**src/rtl/vga_sync_gen_if.sv**
```systemverilog
`timescale 1ns/1ps
// vga_sync_gen_if: sync, strobe and pixel-coordinate bundle from the VGA timing generator
interface vga_sync_gen_if;
  logic       hsync;
  logic       vsync;
  logic       video_on;
  logic       p_tick;
  logic       line_tick;
  logic       frame_tick;
  logic [9:0] pixel_x;
  logic [9:0] pixel_y;
  modport master (output hsync, vsync, video_on, p_tick, line_tick, frame_tick, pixel_x, pixel_y);
  modport slave (input hsync, vsync, video_on, p_tick, line_tick, frame_tick, pixel_x, pixel_y);
endinterface

```
**src/rtl/vga_sync_gen.sv**
```systemverilog
`timescale 1ns/1ps
// vga_sync_gen: 640x480@60Hz VGA timing generator with clk-to-pixel divider
module vga_sync_gen #(
  parameter int CLK_DIV   = 4,
  parameter int H_DISPLAY = 640,
  parameter int H_FRONT   = 16,
  parameter int H_SYNC    = 96,
  parameter int H_BACK    = 48,
  parameter int V_DISPLAY = 480,
  parameter int V_FRONT   = 10,
  parameter int V_SYNC    = 2,
  parameter int V_BACK    = 33
) (
  input  logic           clk,
  input  logic           reset,
  vga_sync_gen_if.master vga
);
  localparam int H_TOTAL = H_DISPLAY + H_FRONT + H_SYNC + H_BACK;
  localparam int V_TOTAL = V_DISPLAY + V_FRONT + V_SYNC + V_BACK;
  localparam int DW = CLK_DIV > 1 ? $clog2(CLK_DIV) : 1;
  localparam logic [DW-1:0] DIV_MAX = DW'(CLK_DIV - 1);
  localparam logic [9:0] H_MAX = 10'(H_TOTAL - 1);
  localparam logic [9:0] V_MAX = 10'(V_TOTAL - 1);
  localparam logic [9:0] H_VIS = 10'(H_DISPLAY);
  localparam logic [9:0] V_VIS = 10'(V_DISPLAY);
  localparam logic [9:0] HS_LO = 10'(H_DISPLAY + H_FRONT);
  localparam logic [9:0] HS_HI = 10'(H_DISPLAY + H_FRONT + H_SYNC - 1);
  localparam logic [9:0] VS_LO = 10'(V_DISPLAY + V_FRONT);
  localparam logic [9:0] VS_HI = 10'(V_DISPLAY + V_FRONT + V_SYNC - 1);
  logic          run_q, run_d;
  logic [DW-1:0] div_q, div_d;
  logic [9:0]    x_q, x_d, y_q, y_d;
  logic          tick, h_end, v_end;
  always_comb begin
    tick  = run_q && div_q == DIV_MAX;
    h_end = x_q == H_MAX;
    v_end = y_q == V_MAX;
    run_d = 1'b1;
    div_d = tick || !run_q ? '0 : div_q + DW'(1);
    x_d   = tick ? (h_end ? '0 : x_q + 10'd1) : x_q;
    y_d   = tick && h_end ? (v_end ? '0 : y_q + 10'd1) : y_q;
  end
  always_ff @(posedge clk) begin
    if (!reset) begin
      run_q <= 1'b0;
      div_q <= '0;
      x_q   <= '0;
      y_q   <= '0;
    end else begin
      run_q <= run_d;
      div_q <= div_d;
      x_q   <= x_d;
      y_q   <= y_d;
    end
  end
  // decodes come straight off the registered counters so all outputs share one alignment
  always_comb begin
    vga.p_tick     = tick;
    vga.line_tick  = tick && h_end;
    vga.frame_tick = tick && h_end && v_end;
    vga.video_on   = run_q && x_q < H_VIS && y_q < V_VIS;
    vga.hsync      = !(run_q && x_q >= HS_LO && x_q <= HS_HI);
    vga.vsync      = !(run_q && y_q >= VS_LO && y_q <= VS_HI);
    vga.pixel_x    = x_q;
    vga.pixel_y    = y_q;
  end
endmodule
```
**src/flat_wrapper.sv**
```systemverilog
// flat-port wrapper written by rule: the top's interface ports become plain ports
module vga_sync_gen_flat 
#(
  parameter int CLK_DIV   = 4,
  parameter int H_DISPLAY = 640,
  parameter int H_FRONT   = 16,
  parameter int H_SYNC    = 96,
  parameter int H_BACK    = 48,
  parameter int V_DISPLAY = 480,
  parameter int V_FRONT   = 10,
  parameter int V_SYNC    = 2,
  parameter int V_BACK    = 33
)
  (clk, reset, vga_hsync, vga_vsync, vga_video_on, vga_p_tick, vga_line_tick, vga_frame_tick, vga_pixel_x, vga_pixel_y);
  vga_sync_gen_if vga_i ();
  input  logic clk;
  input  logic reset;
  output wire logic [$bits(vga_i.hsync)-1:0] vga_hsync;
  output wire logic [$bits(vga_i.vsync)-1:0] vga_vsync;
  output wire logic [$bits(vga_i.video_on)-1:0] vga_video_on;
  output wire logic [$bits(vga_i.p_tick)-1:0] vga_p_tick;
  output wire logic [$bits(vga_i.line_tick)-1:0] vga_line_tick;
  output wire logic [$bits(vga_i.frame_tick)-1:0] vga_frame_tick;
  output wire logic [$bits(vga_i.pixel_x)-1:0] vga_pixel_x;
  output wire logic [$bits(vga_i.pixel_y)-1:0] vga_pixel_y;
  assign vga_hsync = vga_i.hsync;
  assign vga_vsync = vga_i.vsync;
  assign vga_video_on = vga_i.video_on;
  assign vga_p_tick = vga_i.p_tick;
  assign vga_line_tick = vga_i.line_tick;
  assign vga_frame_tick = vga_i.frame_tick;
  assign vga_pixel_x = vga_i.pixel_x;
  assign vga_pixel_y = vga_i.pixel_y;
  vga_sync_gen #(.CLK_DIV(CLK_DIV), .H_DISPLAY(H_DISPLAY), .H_FRONT(H_FRONT), .H_SYNC(H_SYNC), .H_BACK(H_BACK), .V_DISPLAY(V_DISPLAY), .V_FRONT(V_FRONT), .V_SYNC(V_SYNC), .V_BACK(V_BACK)) u_core (.clk(clk), .reset(reset), .vga(vga_i));
endmodule
```
**config.mk**
```make
export PLATFORM = sky130hd
export DESIGN_NAME = vga_sync_gen_flat
export DESIGN_NICKNAME = d
export VERILOG_FILES = /design/src/rtl/vga_sync_gen_if.sv /design/src/rtl/vga_sync_gen.sv /design/src/flat_wrapper.sv
export SDC_FILE = /design/constraint.sdc
export NUM_CORES = 1
export LEC_CHECK = 0
export CAP_MARGIN = 15
export CORE_MARGIN = 1.5
export CORE_UTILIZATION = 49
export CTS_CLUSTER_SIZE = 25
export DETAILED_ROUTE_END_ITERATION = 10
export DONT_BUFFER_PORTS = 1
export GPL_ROUTABILITY_DRIVEN = 0
export GPL_TIMING_DRIVEN = 0
export SLEW_MARGIN = 5
export SYNTH_ARGS = -nofsm -noshare
export SYNTH_HDL_FRONTEND = slang
export SYNTH_SLANG_ARGS = --single-unit
```
**constraint.sdc**
```tcl
create_clock -name clk -period 2.2 [get_ports clk]
set_input_delay 0.44 -clock clk [delete_from_list [all_inputs] [get_ports clk]]
set_output_delay 0.44 -clock clk [all_outputs]
set_load 0.05 [all_outputs]
```
==> metrics, run 1 <==
status=complete, but fails checks; failing checks=setup timing; initial core utilization=0.520; part of the power in combinational logic=0.025; largest cells by area after synthesis=dfxtp_1 (40%), ha_1 (6.5%), xnor2_1 (5.3%); sequential power share=0.656; placed cell areas=0.00121 mm²; slew margin rel.=0.524; WS Path Type=flop to primary output; Pleak=between 0.4 and 0.5 nW; Row Count=17; drt initial violations=16; Final Cell Area=0.00138 mm²; Avg Synthesized Cell Area=approximately 8.8 µm²; Root Buffer=clkbuf_4; Pwr Total=0.617 mW; largest family of logic cells by synthesized area=simple AND/OR/NAND/NOR gates; Req. time, crit path=1.76 ns; adder-cell share of the synthesized area=0.0653; post-synthesis xor/xnor area fraction=0.0762; largest net degree at the start of global routing=14; Main synth FF type=dfxtp_1; antenna viol nets, final=0; detailed-route via count=951; floorplan core area=0.00221 mm²; clock power share=0.320; clock transition at the registers of the reported paths=0.13 ns; Reg-to-Reg End=u_core.vga.pixel_y[9]; R2R Setup Slk=~0.08 ns; H-Tree Depth=1; Inserted Diodes=0; maximum clock insertion buffer count=2; Die Wd=~51 µm; Placed Instances=159; Worst Setup EP=vga_frame_tick; gr usage total=0.203; Hold Crit Class=input pin to flop; Clock Sinks=23; Synth top cells by count=dfxtp_1 (23), nor2_1 (10), inv_1 (8), nand4_1 (8), o21ai_0 (8); Syn Nets=139; Compound-Gate Fraction of Synth Area=0.0990; R2R depth=6; number of synthesized flops with an enable pin=0; cell with the most instances after synthesis=dfxtp_1; Final Cycle Share=1.08; simple-gate share of the synthesized area=0.318; Post-Syn Area=0.00115 mm²; Final Hold Viols=0; RSZ-0062 raised after global routing=yes; dominant cell type by area after synthesis=dfxtp_1; count of pins over their slew limit=0; final cell count without fillers=167; multiplexer area fraction after synthesis=0.00871; Fmax=approximately 420 MHz; HP Start=reset; initial antenna violation count=0; top-area cell type share of the netlist area=0.400; I/O Pins=28; Ys Warns=0; DRT Pass-1 Iters=4; Final Critical Period=between 2 and 2.5 ns; asr flop ratio synth=0; synthesis-stage register bit count=23; number of port buffers=0; Mapped Cells=131; Pwr Density=447 mW/mm²; cts bufs inserted=3; Nets=around 150; Setup WS post-layout=-0.186 ns; Worst-Skew Late Latency=0.31 ns; first-pass GRT wire length=4040 µm; drt total wl=2430 µm; crit end category=primary output; clock skew=roughly 0.0016 ns; FF-to-FF Start=u_core.vga.pixel_x[5]; Final Setup Violations=2; Worst setup SP type=flop; Least-Margin Pin Slew=0.715 ns; Arr. time, crit path=1.95 ns; die area=0.00265 mm²; TritonCTS clock tree=built; Detailed Place HPWL=1720 µm; WL/cell=14.6 µm; TNS Setup=-0.316 ns; CP Launch Point=u_core.vga.pixel_x[5]; max_cap viols=0; vias in the first global route=907; Area Overhead vs Synth=20.1%; CP Max Fanout=7; height of the chip=51.4 µm; switching part of the total=0.233; sequential area share after synthesis=0.400; pre-CTS WS=-0.181 ns; Congestion Overflow GR=0; Pint=0.473 mW; share of cells above drive strength 1=0.295; vias per cell=5.69; Residual DRC=0; switching pwr=~0.14 mW; Cell variety after synth=32; Peak VDD IR=0.316 mV
[kinds of logic (layout without fill, tap and decap cells)]
kind of cell	count (synthesis)	after routing
AND/OR/NAND/NOR	61	61
AO/OA/AOI/OAI	20	20
multiplexers	1	1
XOR/XNOR	10	10
flip-flops	23	23
adder cells (fa/ha/maj)	6	6
buffers and inverters	10	18
[power by group through the flow]
stage | combinational [mW] | sequential (mW) | clock (mW)
after floorplan | 0.0125 | 0.428 | 0
after global placement | 0.0150 | 0.429 | 0
after detailed placement | 0.0151 | 0.429 | 0
after CTS | 0.0154 | 0.406 | 0.207
after global routing | 0.0169 | 0.405 | 0.214
final | 0.0151 | 0.404 | 0.197
[routing by layer]
layer  GRT usage  share of wire  wire length (µm)
met4      0.0877         0.0070                17
met5           0              0                 0
met1       0.253           0.47              1150
met3      0.0439          0.049               120
met2       0.335           0.47              1150
[metrics by stage]
step / hold WS [ns] / utilization
4_1_cts: 0.131 / 0.610
3_5_place_dp: 0.422 / 0.548
3_3_place_gp: 0.410 / 0.548
2_1_floorplan: 0.403 / -
5_1_grt: 0.126 / 0.624
6_report: 0.145 / 0.624
[state kept, by name (all words and copies together) (netlist names)]
register / cells
u_core.vga.pixel_y: 10
u_core.div_q: 2
u_core.vga.pixel_x: 10
u_core.run_q: 1
[critical path, stage by stage (launching register included)]
cell	delay [ns]
dfxtp_4	0.44
nand4bb_1	0.21
or4_4	0.55
clkbuf_16	0.18
nor2_4	0.27
[layout make-up]
class / count / area [µm²]
buffer: 2 / 28.8
fill: 190 / 831
timing repair buffer: 4 / 30.0
tap: 28 / 35.0
sequential: 23 / 523
inverter: 8 / 33.8
multi-input combinational: 98 / 703
clock inverter: 1 / 5.00
clock buffer: 3 / 22.5
[repair_timing]
action / in CTS / in global routing
hold endpoints to repair: 0 / 0
pin swaps: 3 / 3
setup buffers: 3 / 1
setup endpoints to repair: 15 / 7
hold buffers: 0 / 0
gates resized for setup: 29 / 7
[placed cells by master, fill, tap and decap left out, types with 3 or more instances in the layout]
cell type / Yosys / layout
clkbuf_4: 0 / 3
nor2_1: 10 / 9
dfxtp_1: 23 / 3
nand2_1: 7 / 7
buf_4: 0 / 4
o21ai_0: 8 / 8
or4_4: 2 / 3
or3_1: 7 / 7
xnor2_1: 7 / 7
ha_1: 6 / 3
inv_1: 8 / 7
dfxtp_2: 0 / 5
nor3_1: 5 / 5
a21oi_1: 7 / 7
dfxtp_4: 0 / 15
xor2_1: 3 / 3
nand3_1: 4 / 3
nand4_1: 8 / 8
[how the worst min path moves through the flow]
stage                      endpoint  slack [ns]  cells past startpoint
finish                 u_core.run_q        0.14                      0
global route           u_core.run_q        0.13                      0
CTS                    u_core.run_q        0.13                      0
detailed placement  u_core.div_q[0]        0.42                      1
global placement    u_core.div_q[0]        0.41                      1
floorplan           u_core.div_q[0]        0.40                      1
No activity file was read; power rests on OpenSTA's default activity.
==> run 2: changes to the inputs <==
Settings changed: CORE_ASPECT_RATIO set to 2, CORE_UTILIZATION 49 to 40, CTS_BUF_LIST set to sky130_fd_sc_hd__clkbuf_8.
==> metrics, run 2 (synthesis gave the netlist of run 1 again) <==
clock power share=0.381 (was 0.320); placed cell areas=0.00121 mm² (about the same); crit end category=primary output (unchanged); switching pwr=0.148 mW (was 0.144 mW); slew margin rel.=0.516 (was 0.524); vias in the first global route=970 (was 907); height of the chip=78.8 µm (was 51.4 µm); commonest cells after routing, fill and taps aside=dfxtp_4 (13), nor2_1 (9), nand4_1 (8), o21ai_0 (8) (was dfxtp_4 (15), nor2_1 (9), nand4_1 (8), o21ai_0 (8)); Nets=149 (was 148); vias per cell=6.00 (was 5.69); drt total wl=2730 µm (was 2430 µm); gr usage total=0.186 (was 0.203); WL/cell=16.1 µm (was 14.6 µm); Final Cell Area=0.00140 mm² (was 0.00138 mm²); TNS Setup=-0.231 ns (was -0.316 ns); Area Overhead vs Synth=21.9% (was 20.1%); Fmax=427 MHz (was 419 MHz); Inserted Diodes=0 (unchanged); drt initial violations=25 (was 16); TritonCTS clock tree=built (unchanged); Detailed Place HPWL=1970 µm (was 1720 µm); Congestion Overflow GR=0 (unchanged); Die Wd=40.9 µm (was 51.4 µm); failing checks=setup timing (unchanged); Root Buffer=clkbuf_8 (was clkbuf_4); cts bufs inserted=3 (unchanged); maximum clock insertion buffer count=2 (unchanged); hold-fix buffers at CTS=0 (unchanged); RSZ-0062 raised after global routing=yes (unchanged); fin util=0.512 (was 0.624); Pwr Density=486 mW/mm² (was 447 mW/mm²); Pint=0.533 mW (was 0.473 mW); Arr. time, crit path=1.90 ns (was 1.95 ns); floorplan core area=0.00274 mm² (was 0.00221 mm²); number of port buffers=0 (unchanged); max_cap viols=0 (unchanged); Pleak=0.427 nW (was 0.415 nW); initial core utilization=0.420 (was 0.520); H-Tree Depth=1 (unchanged); Row Count=27 (was 17); die area=0.00322 mm² (was 0.00265 mm²); Worst setup SP type=flop (unchanged); first-pass GRT wire length=4220 µm (was 4040 µm); Peak VDD IR=0.478 mV (was 0.316 mV); Final Critical Period=2.34 ns (was 2.39 ns); commonest non-fill, non-tap cell in the layout=dfxtp_4 (unchanged); Final Setup Violations=2 (unchanged); detailed-route via count=1,014 (was 951); share of cells above drive strength 1=0.286 (was 0.295); Final Hold Viols=0 (unchanged); I/O Pins=28 (unchanged); part of the power in combinational logic=0.023 (was 0.025); Least-Margin Pin Slew=0.725 ns (was 0.715 ns); Residual DRC=0 (unchanged); count of pins over their slew limit=0 (unchanged); clock transition at the registers of the reported paths=0.08 ns (was 0.13 ns); sequential power share=0.596 (was 0.656); Req. time, crit path=1.76 ns (about the same); pre-CTS WS=-0.201 ns (was -0.181 ns); switching part of the total=0.217 (was 0.233); initial antenna violation count=0 (unchanged); status=complete, but fails checks (unchanged); WS Path Type=flop to primary output (unchanged); largest net degree at the start of global routing=14 (unchanged); Clock Sinks=23 (unchanged); DRT Pass-1 Iters=4 (unchanged); antenna viol nets, final=0 (unchanged); CP Max Fanout=7 (unchanged); Setup WS post-layout=-0.141 ns (was -0.186 ns); Final Cycle Share=1.06 (was 1.08); clock skew=0.00541 ns (was 0.00158 ns); Hold Crit Class=input pin to flop (unchanged); Worst-Skew Late Latency=0.27 ns (was 0.31 ns)
-- run 2: path summary, 6_finish.rpt --
check,from,endpoint,slack [ns],depth (start not counted)
max,u_core.vga.pixel_x[5],vga_frame_tick,-0.14,4
min,reset,u_core.run_q,0.19,0
max reg2reg,u_core.vga.pixel_x[5],u_core.vga.pixel_y[4],0.07,6
min reg2reg,u_core.div_q[0],u_core.div_q[0],0.44,1
-- run 2: per-stage QoR --
| stage | std cells | hold slack, ns | total power [mW] |
|---|---|---|---|
| finish | 169 | 0.193 | 0.681 |
| global route | 169 | 0.184 | 0.707 |
| CTS | 167 | 0.188 | 0.692 |
| detailed placement | 160 | 0.427 | 0.445 |
| global placement | 160 | 0.413 | 0.444 |
| floorplan | 131 | 0.403 | 0.441 |
-- run 2: area by class of cell --
type,instances,area [µm²]
multi-input combinational,98,703
clock buffer,3,41.3
inverter,8,33.8
tap,29,36.3
clock inverter,1,5.00
sequential,23,515
fill,266,1340
timing repair buffer,5,37.5
buffer,2,28.8
-- run 2: metal layers --
metal / up-vias / share of wire / global-route usage
met5: - / 0 / 0
met4: 0 / 0.019 / 0.0800
met3: 4 / 0.055 / 0.0363
met2: 32 / 0.57 / 0.348
met1: 485 / 0.35 / 0.169
li1: 493 / - / -
-- run 2: power groups by stage --
stage	logic, mW	clock network [mW]	registers, mW
final	0.0155	0.259	0.406
after detailed placement	0.0155	0	0.429
after global placement	0.0150	0	0.429
after global routing	0.0171	0.284	0.407
after floorplan	0.0125	0	0.428
after CTS	0.0157	0.267	0.409
-- run 2: timing repair --
action	in CTS	in global routing
gates resized for setup	26	6
setup buffers	3	2
endpoints found under the hold margin	0	0
pin swaps	4	2
setup endpoints to repair	14	5
-- run 2: critical path, stage by stage (launching register included) --
cell and delay, ns:
dfxtp_4 0.42, nand4bb_1 0.22, or4_4 0.55, clkbuf_16 0.18, nor2_4 0.27
